## src/rtl/vec_commit_rob.sv

```systemverilog
// In-order commit/reorder buffer for vector commands.
// Hands out an issue number per accepted command, collects per-lane
// completion strobes, and retires entries strictly in issue order,
// one per cycle, with a registered retire pulse.
//
// Handshake: O_Alloc_Ack is a combinational accept of I_Alloc_Req; a
// request is consumed at the clock edge where both are high, and a
// refused request must be held or re-presented by the issuer.
module vec_commit_rob #(
  parameter int NUM_ENTRY = 8,
  parameter int NUM_LANES = 16,
  parameter int WIDTH_NO  = $clog2(NUM_ENTRY)
) (
  input  logic                          clock,
  input  logic                          reset,
  input  logic                          I_Flush,
  input  logic                          I_Alloc_Req,
  input  logic [NUM_LANES-1:0]          I_En_Lane,
  output logic                          O_Alloc_Ack,
  output logic [WIDTH_NO-1:0]           O_Issue_No,
  input  logic [NUM_LANES-1:0]          I_Commit,
  input  logic [NUM_LANES*WIDTH_NO-1:0] I_Commit_No,
  output logic                          O_Retire,
  output logic [WIDTH_NO-1:0]           O_Retire_No,
  output logic                          O_Full,
  output logic                          O_Empty,
  output logic [WIDTH_NO:0]             O_Count,
  output logic                          O_Err
);

  localparam logic [WIDTH_NO:0]   CNT_ONE  = (WIDTH_NO+1)'(1);
  localparam logic [WIDTH_NO:0]   CNT_FULL = (WIDTH_NO+1)'(NUM_ENTRY);
  localparam logic [WIDTH_NO-1:0] PTR_ONE  = WIDTH_NO'(1);

  // Registered state
  logic [NUM_ENTRY-1:0] v_q, v_d;
  logic [NUM_LANES-1:0] en_q   [NUM_ENTRY];
  logic [NUM_LANES-1:0] en_d   [NUM_ENTRY];
  logic [NUM_LANES-1:0] done_q [NUM_ENTRY];
  logic [NUM_LANES-1:0] done_d [NUM_ENTRY];
  logic [WIDTH_NO-1:0]  head_q, head_d, tail_q, tail_d;
  logic [WIDTH_NO:0]    count_q, count_d;
  logic                 retire_q;
  logic [WIDTH_NO-1:0]  retire_no_q;
  logic                 err_q;

  // Lane decode
  logic [WIDTH_NO-1:0]  lane_no [NUM_LANES];
  logic [NUM_LANES-1:0] commit_ok, commit_bad;
  logic                 alloc_ack, head_complete, retire_now;

  assign alloc_ack = I_Alloc_Req & ~O_Full & ~I_Flush;

  // A commit lands only on a live entry, on one of its enabled lanes, and
  // never on the slot being (re)allocated this cycle; flush drops it silently.
  for (genvar gi = 0; gi < NUM_LANES; gi++) begin : g_lane
    assign lane_no[gi]    = I_Commit_No[gi*WIDTH_NO +: WIDTH_NO];
    assign commit_ok[gi]  = I_Commit[gi] & ~I_Flush & v_q[lane_no[gi]] &
                            en_q[lane_no[gi]][gi] &
                            ~(alloc_ack && (lane_no[gi] == tail_q));
    assign commit_bad[gi] = I_Commit[gi] & ~I_Flush & ~commit_ok[gi];
  end

  // Head is retirable once every enabled lane has reported done
  assign head_complete = v_q[head_q] & (&(done_q[head_q] | ~en_q[head_q]));
  assign retire_now    = head_complete & ~I_Flush;

  // Next-state for entries, pointers and count
  always_comb begin
    v_d     = v_q;
    en_d    = en_q;
    done_d  = done_q;
    head_d  = head_q;
    tail_d  = tail_q;
    count_d = count_q;
    for (int e = 0; e < NUM_ENTRY; e++) begin
      for (int i = 0; i < NUM_LANES; i++) begin
        if (commit_ok[i] && (lane_no[i] == WIDTH_NO'(e))) done_d[e][i] = 1'b1;
      end
    end
    if (retire_now) begin
      v_d[head_q]    = 1'b0;
      en_d[head_q]   = '0;
      done_d[head_q] = '0;
      head_d         = head_q + PTR_ONE;
    end
    if (alloc_ack) begin
      v_d[tail_q]    = 1'b1;
      en_d[tail_q]   = I_En_Lane;
      done_d[tail_q] = '0;
      tail_d         = tail_q + PTR_ONE;
    end
    if (alloc_ack && !retire_now) count_d = count_q + CNT_ONE;
    if (!alloc_ack && retire_now) count_d = count_q - CNT_ONE;
    if (I_Flush) begin
      v_d     = '0;
      head_d  = '0;
      tail_d  = '0;
      count_d = '0;
      for (int e = 0; e < NUM_ENTRY; e++) begin
        en_d[e]   = '0;
        done_d[e] = '0;
      end
    end
  end

  // State registers, retire pulse and sticky error
  always_ff @(posedge clock or negedge reset) begin
    if (!reset) begin
      for (int e = 0; e < NUM_ENTRY; e++) begin
        en_q[e]   <= '0;
        done_q[e] <= '0;
      end
      v_q         <= '0;
      head_q      <= '0;
      tail_q      <= '0;
      count_q     <= '0;
      retire_q    <= 1'b0;
      retire_no_q <= '0;
      err_q       <= 1'b0;
    end else begin
      en_q     <= en_d;
      done_q   <= done_d;
      v_q      <= v_d;
      head_q   <= head_d;
      tail_q   <= tail_d;
      count_q  <= count_d;
      retire_q <= retire_now;
      if (retire_now) retire_no_q <= head_q;
      if (|commit_bad) err_q <= 1'b1;
    end
  end

  assign O_Alloc_Ack = alloc_ack;
  assign O_Issue_No  = tail_q;
  assign O_Retire    = retire_q;
  assign O_Retire_No = retire_no_q;
  assign O_Full      = (count_q == CNT_FULL);
  assign O_Empty     = (count_q == '0);
  assign O_Count     = count_q;
  assign O_Err       = err_q;

endmodule

```

## config.mk

```make
export PLATFORM = sky130hd
export DESIGN_NAME = vec_commit_rob
export DESIGN_NICKNAME = d
export VERILOG_FILES = /design/src/rtl/vec_commit_rob.sv
export SDC_FILE = /design/constraint.sdc
export NUM_CORES = 1
export LEC_CHECK = 0
export ABC_AREA = 0
export BUFFER_PORTS_ARGS = -buffer_cell sky130_fd_sc_hd__buf_4
export CAP_MARGIN = 30
export CORE_MARGIN = 5
export CORE_UTILIZATION = 29
export CTS_CLUSTER_SIZE = 12
export DETAILED_ROUTE_END_ITERATION = 8
export PLACE_DENSITY = 0.54
export SYNTH_ARGS = -nofsm -noshare
export SYNTH_HDL_FRONTEND = slang
export SYNTH_SLANG_ARGS = --single-unit
```

## constraint.sdc

```tcl
create_clock -name clock -period 6.7 [get_ports clock]
set_input_delay 0.335 -clock clock [delete_from_list [all_inputs] [get_ports clock]]
set_output_delay 0.335 -clock clock [all_outputs]
set_load 0.005 [all_outputs]
```

# Word-level counts from Yosys, hierarchy flattened
# Cells that the tools add are included.
[classes]
n_addsub = 4
order_cmp = 40
eq_ne = 129
mux = 241
bitwise_logic = 146
n_reduce_logical = 174
[op_table]
columns = ["op", "count"]
rows = [
  ["binary-select mux 16 bit (select 3 bit)", 18],
  ["two-way mux 128 bit", 6],
  ["bitwise AND 128 bit", 3],
  ["NOT 128 bit", 2],
  ["== test 3 bit (second input constant)", 64],
  ["logical AND 1 bit", 150],
  ["two-way mux 1 bit", 149],
  ["bitwise mux 128 bit", 1],
  ["two-way mux 16 bit", 8],
  ["demux 16 bit (select 3 bit)", 2],
  ["== test 3 x 2 -> 1 bit (second input constant)", 32],
  ["bitwise AND 1 bit", 84],
  ["greater-or-equal comparator 4 bit (second input constant)", 18],
  ["less-than comparator 3 x 4 -> 1 bit (second input constant)", 18],
  ["NOT 3 -> 4 bit", 18],
  ["binary-select mux 1 bit (select 3 bit)", 17],
  ["== test 3 x 1 -> 1 bit (second input constant)", 16],
  ["== test 3 bit", 16],
  ["logical NOT 3 bit", 16],
  ["two-way mux 8 bit", 5],
  ["NOT 1 bit", 34],
  ["two-way mux 15 bit", 2],
  ["two-way mux 14 bit", 2],
  ["two-way mux 13 bit", 2],
  ["other kinds (28)", 51],
]
[word_totals]
ff_bits = 279
inputBits = 84
output_inout_bits = 15
elab_cells = 757

# Longest topological paths before layout
[logic_depth]
ltp_word = 14
mapped_depth = 19
ltp_nobuf = 13

# Least setup slack after synthesis
# No wires, ideal clock.
[synth_timing]
path_type = "register to register"
from = "register head_q[0]"
to = "register count_q[2], in the netlist O_Count[2]"
setup_ns = 0.101
t_arrival_ns = 3.387
t_required_ns = 6.599
setup_slack_ns = 3.212
path_stages_with_launch = 18
n_path_buf = 5
synth_period_minus_slack_ns = 3.488
cell_sequence = "dfrtp_1 -> buf_6 -> buf_6 -> mux4_2 -> mux2_2 -> o22ai_1 -> a211oi_2 -> and4_1 -> buf_4 -> nand2_2 -> buf_6 -> buf_6 -> nor3_2 -> ha_1 -> nand2_1 -> nor4_1 -> a311o_1 -> nor4_1"
[synth_via]
elab_chain_cells = 12
word_cells_on_any_way = 20
cone_classes = "10 x mux; 5 x bitwise; 5 x reduce/logical"
[synth_lines]
columns = ["element", "line_no", "source"]
rows = [
  ["start: declaration", "41", "logic [WIDTH_NO-1:0] head_q, head_d, tail_q, tail_d;"],
  ["start signal: assignment", "115", "head_q <= '0;"],
  ["start signal: assignment", "125", "head_q <= head_d;"],
  ["NOT 3 -> 4 bit (not written as such)", "65", "assign head_complete = v_q[head_q] & (&(done_q[head_q] | ~en_q[head_q]));"],
  ["binary-select mux 16 bit (select 3 bit)", "65", ""],
  ["two-way mux 16 bit (not written as such) (2 in a row)", "65", ""],
  ["NOT 16 bit", "65", ""],
  ["OR 16 bit", "65", ""],
  ["AND reduction 16 bit", "65", ""],
  ["bitwise AND 1 bit *", "65", ""],
  ["bitwise AND 1 bit *", "66", "assign retire_now = head_complete & ~I_Flush;"],
  ["logical AND 1 bit / logical NOT 1 bit (equally long branches)", "94, 93", ""],
  ["two-way mux 4 bit / logical AND 1 bit (equally long branches)", "94, 93", ""],
  ["two-way mux 4 bit / nonzero test 3 bit (equally long branches)", "n/a", ""],
  ["end signal: assignment", "127", "count_q <= count_d;"],
  ["end: declaration", "42", "logic [WIDTH_NO:0] count_q, count_d;"],
]
# Every way passes the cells marked *; elsewhere a longest branch is shown, timed or not. The select of a mux whose other input is x is not followed.
# A chain may end at the register's enable or synchronous reset.

# Final worst setup path
[layout_timing]
from = "register head_q[2]"
to = "register count_q[2], in the netlist O_Count[2]"
# Same word-level chain as after synthesis.

==> impl_metrics.json <==
{
  "grt_usage": 0.220,
  "power_leakage_nw": 7.29,
  "hold_ws_ps": 76.9,
  "cts_made_buffers": 36,
  "cts_setup_buffers": 0,
  "cp-end-kind": "flop",
  "synth-main-ff-cell": "dfrtp_1",
  "path_clk_slew_ps": 60,
  "syn_area_per_cell_sq_um": 9.82,
  "cts_tree": "yes",
  "htree_levels": 2,
  "drc": 0,
  "dp_hpwl_um": 40700,
  "rows": 83,
  "viasPerCell": 5.88,
  "clock_path_buffers": 3,
  "gp_routability_congestion": 0.873,
  "crit_required_ps": 7140,
  "worst-path-max-fanout": 53,
  "ys_seq_elements": 279,
  "skew_ps": 12.6,
  "die_area_sq_mm": 0.0562,
  "cap_violations": 0,
  "worst_setup_path_start_kind": "flop",
  "core_sq_mm": 0.0512,
  "worstSetupPathType": "reg2reg",
  "synth_top_family_by_area": "compound AO/OA/AOI/OAI gates",
  "fin_ws_ps": 1720,
  "syn_nets": 1611,
  "dp_slack_ps": 1860,
  "io_buffers": 98,
  "min_period_over_period": 0.743,
  "clkSinkCount": 279,
  "synthAdderAreaFrac": 0.00335,
  "dp.cells": 2222,
  "fin_area_sq_mm": 0.0175,
  "setup_viol": 0,
  "seq_area_frac_synth": 0.467,
  "slew_viol_final": 0,
  "io-pin-count": 99,
  "clk_latency_ps": 540,
  "ys_warn_count": 0,
  "status": "completed",
  "fill_cells": 5125,
  "grt_overflow": 0,
  "power.density_mw_per_mm2": 239,
  "fin_crit_ps": 4980,
  "max_freq_ghz": 0.201,
  "hold_viol": 0,
  "cts_hold_buf": 1,
  "initial_core_util": 0.292,
  "synth_edf_count": 0,
  "syn2layout_area_growth_pct": 17.0,
  "place_area_sq_mm": 0.0164,
  "grt_pass1_wl_um": 92100,
  "wl_per_cell_um": 27.8,
  "ys_types": 82,
  "rsz0062_at_grt": "false",
  "min_path_type": "in2reg",
  "synth_area_sq_mm": 0.0150,
  "nNetsFinal": 1671,
  "antenna_left": 0,
  "relSlewSlack": 0.277,
  "cts_resized": 0,
  "synthXorXnorAreaFrac": 0.0310,
  "drive_above_1_share": 0.161,
  "worst_pin_slew_ps": 1080,
  "fin_cells": 2286,
  "grt_antenna_before_repair": 1,
  "first_pass_iters": 5,
  "die_y_um": 237,
  "routed_wl_um": 63700,
  "die_x_um": 237,
  "synthArstFlopShare": 1.00,
  "synthMuxAreaShare": 0.0728,
  "grt_pass1_vias": 13200,
  "antenna_cells": 0,
  "synth-simple-area-share": 0.173,
  "detail_route.iter0.violations": 1678,
  "worstPathArrival_ps": 5420,
  "grt_start_max_net_pins": 100,
  "cts_root_buf": "clkbuf_16",
  "synth_cells": 1523,
  "final.setup.tns_ps": 0,
  "num_vias": 13400,
  "irDropWorstVdd_mv": 0.166,
  "synth_compound_area_frac": 0.203
}
worst max-delay path, cell delays in order (launching register included):
cell	delay (ps)
dfrtp_4	940
buf_4	490
mux2_2	390
a22oi_1	140
o211ai_1	100
a211oi_1	490
and4_1	450
nand2_2	410
nor3_2	340
ha_1	330
nand2_1	120
nor4_1	60
a311o_1	330
nor4_1	260
power breakdown:
part           switching (mW)  internal [mW]
sequential             0.0470           1.71
clock                   0.750           1.11
combinational           0.375          0.186
synth_stat cells, drive strengths merged, types with 5 or more instances:
master    n  area share
dfrtp   279        0.47
nor2    204       0.052
a22o    121       0.071
a21oi   114       0.038
nand3    80       0.027
nand2    77       0.019
o21ai    76       0.026
nor2b    68       0.028
buf      59       0.023
clkbuf   55       0.014
inv      52       0.013
xnor2    50       0.029
mux4     38       0.057
nand4    38       0.016
a31oi    36       0.015
nand2b   14      0.0059
mux2i    12      0.0080
mux2     10      0.0075
nand3b    9      0.0045
a22oi     8      0.0040
a211oi    6      0.0033
a221oi    6      0.0035
a311oi    6      0.0035
a32oi     6      0.0035
and3      6      0.0025
a32o      5      0.0033
o31ai     5      0.0053
routing by layer:
| metal | GRT usage | vias up | routed length, um |
|---|---|---|---|
| met2 | 0.330 | 808 | 28000 |
| met5 | 0 | - | 0 |
| li1 | - | 5668 | - |
| met3 | 0.0550 | 154 | 6450 |
| met1 | 0.305 | 6812 | 26500 |
| met4 | 0.0878 | 0 | 2750 |
through the flow:
| step | power (mW) | util |
|---|---|---|
| floorplan | 2.05 | - |
| global placement | 2.32 | 0.319 |
| detailed placement | 2.34 | 0.319 |
| CTS | 4.19 | 0.341 |
| global route | 4.31 | 0.342 |
| finish | 4.18 | 0.342 |
flip-flops by register name, summed over array words and instances, names as in the netlist:
signal	count
head_q	3
O_Retire_No	3
O_Err	1
O_Count	4
en_q	128
v_q	8
O_Issue_No	3
O_Retire	1
done_q	128
kinds of logic after synthesis:
logic type               count (synthesis)
flip-flops                             279
AO/OA/AOI/OAI                          432
adder cells (fa/ha/maj)                  4
XOR/XNOR                                53
AND/OR/NAND/NOR                        529
multiplexers                            60
buffers and inverters                  166
final cells by class:
type / count / area (sq um) / share of cell area
Sequential cell: 279 / 6990 / 0.399
Clock buffer: 57 / 1050 / 0.0600
Timing Repair Buffer: 136 / 1090 / 0.0623
Inverter: 52 / 195 / 0.0112
Multi-Input combinational cell: 1078 / 7280 / 0.416
Clock inverter: 4 / 45.0 / 0.00257
Tap cell: 680 / 851 / 0.0486
placed cells by master, fill, tap and decap left out, types with 52 or more instances in the layout:
cell,count
dfrtp_1,274
nor2_1,202
buf_4,130
a22o_1,121
a21oi_1,114
nand3_1,80
nand2_1,76
o21ai_0,75
nor2b_1,68
inv_1,52
final timing paths:
kind                                from            end  slack [ps]  cells after the start
setup / recovery               head_q[2]     O_Count[2]        1720                     13
hold / removal             I_En_Lane[15]       en_q[47]          80                      2
setup reg to reg               head_q[2]     O_Count[2]        1720                     13
hold reg to reg                    O_Err          O_Err         470                      1
max in group asynchronous          reset  O_Issue_No[2]        4850                      3
min in group asynchronous          reset     done_q[22]         390                      2
Note: power is estimated with default switching activity, not from simulation.
